[src/rtl/dp_pkg.sv]
// Shared constants and FSM encoding for the dot-product accumulate stage.
// Latency: n/a (declarations only).
// Backpressure: n/a.
package dp_pkg;
  localparam int DATA_W_DFLT  = 16;
  localparam int ACC_W_DFLT   = 32;
  localparam int VEC_LEN_DFLT = 8;
  localparam int CNT_W        = $clog2(VEC_LEN_DFLT + 1);

  typedef enum logic [0:0] {
    ST_ACCUM = 1'b0,
    ST_DONE  = 1'b1
  } state_t;
endpackage

[src/rtl/adder.sv]
// Unsigned W-bit adder with carry-out; wraps modulo 2^W.
// Latency: combinational.
// Backpressure: n/a.
module adder #(
  parameter int W = 32
) (
  input  logic [W-1:0] ain,
  input  logic [W-1:0] bin,
  output logic [W-1:0] dout,
  output logic         overflow
);
  // Extend by one bit so the carry-out lands in overflow.
  always_comb begin
    {overflow, dout} = {1'b0, ain} + {1'b0, bin};
  end
endmodule

[src/rtl/dot_product_acc.sv]
// Streaming MAC: VEC_LEN unsigned operand pairs -> one dot product + sticky carry flag.
// Latency: result valid one edge after the edge that accepts the last pair.
// Backpressure: in_ready drops after VEC_LEN accepts and stays low until the result is taken.
module dot_product_acc
  import dp_pkg::*;
#(
  parameter int DATA_W  = DATA_W_DFLT,
  parameter int ACC_W   = ACC_W_DFLT,
  parameter int VEC_LEN = VEC_LEN_DFLT
) (
  input  logic              clk,
  input  logic              rst,
  input  logic              in_valid,
  output logic              in_ready,
  input  logic [DATA_W-1:0] a_in,
  input  logic [DATA_W-1:0] b_in,
  output logic              out_valid,
  input  logic              out_ready,
  output logic [ACC_W-1:0]  dout,
  output logic              overflow
);
  localparam int CNT_BITS = $clog2(VEC_LEN + 1);

  state_t              state_q, state_d;
  logic [ACC_W-1:0]    prod_q, prod_d;
  logic                prod_v_q, prod_v_d;
  logic [ACC_W-1:0]    acc_q, acc_d;
  logic                ovf_q, ovf_d;
  logic [CNT_BITS-1:0] cnt_q, cnt_d;

  logic                in_xfer;
  logic [ACC_W-1:0]    sum;
  logic                carry;

  adder #(.W(ACC_W)) u_adder (
    .ain      (acc_q),
    .bin      (prod_q),
    .dout     (sum),
    .overflow (carry)
  );

  // Handshake outputs; both are pure functions of registered state.
  always_comb begin
    in_ready  = 1'b0;
    out_valid = 1'b0;
    dout      = '0;
    overflow  = 1'b0;
    if (state_q == ST_ACCUM) begin
      in_ready = (cnt_q < CNT_BITS'(VEC_LEN));
    end else begin
      out_valid = 1'b1;
      dout      = acc_q;
      overflow  = ovf_q;
    end
  end

  assign in_xfer = in_valid && in_ready;

  // Stage 1: register the product of each accepted pair; the product always fits ACC_W.
  always_comb begin
    prod_d   = prod_q;
    prod_v_d = in_xfer;
    if (in_xfer) begin
      prod_d = ACC_W'(a_in) * ACC_W'(b_in);
    end
  end

  // Stage 2 and FSM: accumulate, count accepts, hold the result until it is taken.
  always_comb begin
    state_d = state_q;
    acc_d   = acc_q;
    ovf_d   = ovf_q;
    cnt_d   = cnt_q;
    if (in_xfer) begin
      cnt_d = cnt_q + 1'b1;
    end
    if (prod_v_q) begin
      acc_d = sum;
      ovf_d = ovf_q | carry;
    end
    case (state_q)
      ST_ACCUM: begin
        if (prod_v_q && (cnt_q == CNT_BITS'(VEC_LEN))) begin
          state_d = ST_DONE;
        end
      end
      ST_DONE: begin
        if (out_ready) begin
          acc_d   = '0;
          ovf_d   = 1'b0;
          cnt_d   = '0;
          state_d = ST_ACCUM;
        end
      end
      default: state_d = ST_ACCUM;
    endcase
  end

  // State registers; reset discards any partial sum and in-flight product.
  always_ff @(posedge clk or posedge rst) begin
    if (rst) begin
      state_q  <= ST_ACCUM;
      prod_q   <= '0;
      prod_v_q <= 1'b0;
      acc_q    <= '0;
      ovf_q    <= 1'b0;
      cnt_q    <= '0;
    end else begin
      state_q  <= state_d;
      prod_q   <= prod_d;
      prod_v_q <= prod_v_d;
      acc_q    <= acc_d;
      ovf_q    <= ovf_d;
      cnt_q    <= cnt_d;
    end
  end
endmodule

[config.mk]
export PLATFORM = sky130hd
export DESIGN_NAME = dot_product_acc
export DESIGN_NICKNAME = d
export VERILOG_FILES = /design/src/rtl/dp_pkg.sv /design/src/rtl/adder.sv /design/src/rtl/dot_product_acc.sv
export SDC_FILE = /design/constraint.sdc
export NUM_CORES = 1
export LEC_CHECK = 0
export CAP_MARGIN = 20
export CORE_AREA = 2 2 157 159
export CTS_CLUSTER_DIAMETER = 200
export CTS_CLUSTER_SIZE = 20
export DETAILED_ROUTE_END_ITERATION = 10
export DIE_AREA = 0 0 159 161
export GPL_TIMING_DRIVEN = 0
export HOLD_SLACK_MARGIN = 0.1
export PLACE_DENSITY = 0.74
export RECOVER_POWER = 100
export SLEW_MARGIN = 10
export SYNTH_ARGS = -nofsm -noshare
export SYNTH_HDL_FRONTEND = slang
export SYNTH_SLANG_ARGS = --single-unit
[constraint.sdc]
create_clock -name clk -period 7.8 [get_ports clk]
set_input_delay 1.56 -clock clk [delete_from_list [all_inputs] [get_ports clk]]
set_output_delay 1.56 -clock clk [all_outputs]
set_load 0.05 [all_outputs]
==> metrics.yaml <==
logic_synthesis:
  synth_top_area_share_pct: 29.95
  netlist_instances: 1505
  yosysTopAreaCell: "fa_1"
  syn-num-nets: 1874
  synthDistinctLibCells: 55
  ys_ff_latch: 71
  synth_area_mm2: 0.01304
  yosysWarnings: 0
  synth_edf_count: 0
  async_reset_ff_share_pct: 100.0
  synth_area_leaders: "fa_1 (30%), dfrtp_1 (14%), ha_1 (13%)"
  syn-mean-instance-area_um2: 8.661
  synthFlopType: "dfrtp_1"
  seq_area_frac_synth_pct: 13.63
timing:
  worst_pin_slew_ns: 2.185
  fmax_ghz: 0.1309
  drv_slew: 44
  setup_ws_ns: 0.1609
  slew_headroom_pct: -45.64
  post-route-min-period_ns: 7.639
  final-setup-viol-count: 0
  fin_skew_ns: 0.005945
  fin_crit_sh_pct: 97.94
  hold_violations: 0
detailed_routing:
  viasPerCell: 5.421
  drt_wl_total_um: 32830
  via_count: 10390
  drt_iter0_markers: 546
  drcViolationCount: 0
  wl_per_cell_um: 17.13
  detail-route-antenna-nets: 0
  drtPass1Iterations: 5
grt:
  overflow: 0
  grt_usage_pct: 26.42
  grt_pass1_wl_um: 53980
  grt_pass1_vias: 10630
  grt_start_max_net_pins: 44
  antenna_found_initial: 0
cts:
  clk_pin_slew_ns: 0.05
  h-tree-depth: 3
  cts_tree: "built"
  cts-root-buf: "clkbuf_16"
  clk_latency_ns: 0.33
  numCtsBuffers: 9
  cts_num_sinks: 71
  cts_buffer_depth: 2
  cts_setup_buffers: 0
floorplan:
  rows: 57
  fp.dieW_um: 159
  ios: 71
  core_area_mm2: 0.02396
  start_util_pct: 54.40
  dieArea_mm2: 0.02560
  die_h_um: 161
worst_setup_path:
  worst-setup-path-type: "in2reg"
  required_ns: 7.99
  reg2reg_to: "acc_q[29]"
  rrSetupSlack_ns: 4.18
  crit_arrival_ns: 7.83
  cp-start-kind: "input pin"
  worstReg2RegStart: "prod_q[3]"
  rr_worst_depth: 10
  cp-end-kind: "register"
  crit_fanout: 10
cells_and_area:
  area_growth_syn_to_layout_pct: 11.58
  antenna-diode-count: 0
  final_common_cell: "inv_1"
  layout.nets: 1956
  drive_above_1_share_pct: 4.397
  layout_common_cells: "inv_1 (255), nand2_1 (224), fa_1 (195)"
min_path:
  hold_class: "reg2reg"
  worstHoldStart: "prod_q[20]"
  whs_path_depth: 2
  hold_end: "prod_q[20]"
outcome:
  status: "complete, but fails checks"
  violations: "capacitance limit, slew limit"
placed_design:
  dp_hpwl_um: 27260
  place_congestion: 0.9561
  io_buffers: 70
  pre_cts_ws_ns: -0.9786
job:
  cap_violations: 1
-- cell usage after synthesis, types with 2 or more instances --
library cell	n
a2111oi_0	3
a211o_1	2
a211oi_1	7
a21o_1	19
a21oi_1	62
a221o_1	2
a221oi_1	3
a31oi_1	6
a41oi_1	2
and2_1	149
and3_1	6
buf_1	3
clkbuf_1	56
dfrtp_1	71
fa_1	195
ha_1	138
inv_1	256
mux2i_1	25
nand2_1	224
nand2b_1	8
nand3_1	16
nand4_1	7
nand4b_1	3
nor2_1	63
nor2b_1	9
nor3_1	9
nor3b_1	2
nor4_1	2
o2111ai_1	2
o211ai_1	4
o21a_1	4
o21ai_0	51
o21ai_1	2
o21ai_2	2
o21bai_1	7
o22ai_1	4
o31ai_1	2
o41ai_1	3
or2_2	3
or3_1	3
xnor2_1	38
xor2_1	19
-- worst max-delay path: stages --
cell             delay, ns
clkdlybuf4s15_1       0.41
buf_2                 0.34
and2_1                0.19
fa_1                  0.51
inv_1                 0.07
fa_1                  0.40
fa_1                  0.46
fa_1                  0.49
inv_1                 0.05
fa_1                  0.53
inv_1                 0.05
fa_1                  0.47
inv_1                 0.04
ha_1                  0.36
a21o_1                0.21
a21o_1                0.18
a211oi_2              0.29
and2_4                0.21
o21ai_1               0.09
a41o_1                0.31
a221oi_1              0.37
xnor2_1               0.16
o21ai_0               0.09
-- sequential cells by signal (all words and copies together) (netlist names) --
| name | count |
|---|---|
| acc_q | 32 |
| cnt_q | 4 |
| ovf_q | 1 |
| prod_q | 32 |
| prod_v_q | 1 |
| state_q | 1 |
-- cells by family after synthesis --
logic type                 after synthesis  synth area share (%)
and+or+nand+nor                        506                 18.69
buffers and inverters                  316                 9.100
muxes                                   26                 2.006
DFF                                     71                 13.63
adders and majority gates              333                 43.19
AOI/OAI and AO/OA                      196                 9.551
xor gates and xnor gates                57                 3.830
-- cell type report --
| class | count | area (um2) |
|---|---|---|
| fill | 2154 | 9419 |
| clock inverter | 6 | 36.28 |
| sequential | 71 | 1777 |
| timing repair buffer | 71 | 693.2 |
| buffer | 59 | 332.8 |
| inverter | 257 | 965.9 |
| multi-input combinational | 1118 | 10090 |
| clock buffer | 10 | 239.0 |
| tap | 324 | 405.4 |
-- how the worst max path moves through the flow --
stage | start | end | slack [ns] | depth (start not counted)
floorplan | b_in[1] | prod_q[30] | 0.54 | 21
global placement | a_in[8] | prod_q[30] | -0.91 | 21
detailed placement | a_in[8] | prod_q[30] | -0.98 | 22
CTS | b_in[7] | prod_q[31] | 0.002 | 24
global route | b_in[4] | prod_q[31] | -0.02 | 23
finish | a_in[5] | prod_q[31] | 0.16 | 23
-- per-layer routing --
layer / part of all wire [%] / vias up / global-route usage (%)
met1: 44 / 5084 / 35.56
li1: - / 4908 / -
met2: 47 / 342 / 44.21
met3: 6.4 / 53 / 3.672
met4: 2.9 / 0 / 9.298
met5: 0 / - / 0
-- stage by stage --
stage                     TNS [ns]  utilization [%]  instances  hold slack, ns  area (um2)
after detailed placement    -7.592            59.11       1900          0.4783       14160
after global routing      -0.02113            60.69       1916          0.5156       14540
after global placement      -6.369            59.01       1899          0.4675       14140
final                            0            60.69       1916          0.4820       14540
after floorplan                  0                -       1505          0.4453       13040
after CTS                        0            60.62       1916          0.4901       14530
-- timing repair --
| action | CTS | global route |
|---|---|---|
| gates resized for setup | 62 | 61 |
| hold buffers | 0 | 0 |
| endpoints found under the setup margin | 10 | 9 |
Power is not shown: default switching activity piles up to over one toggle a cycle in this logic, so the estimate is an artifact.
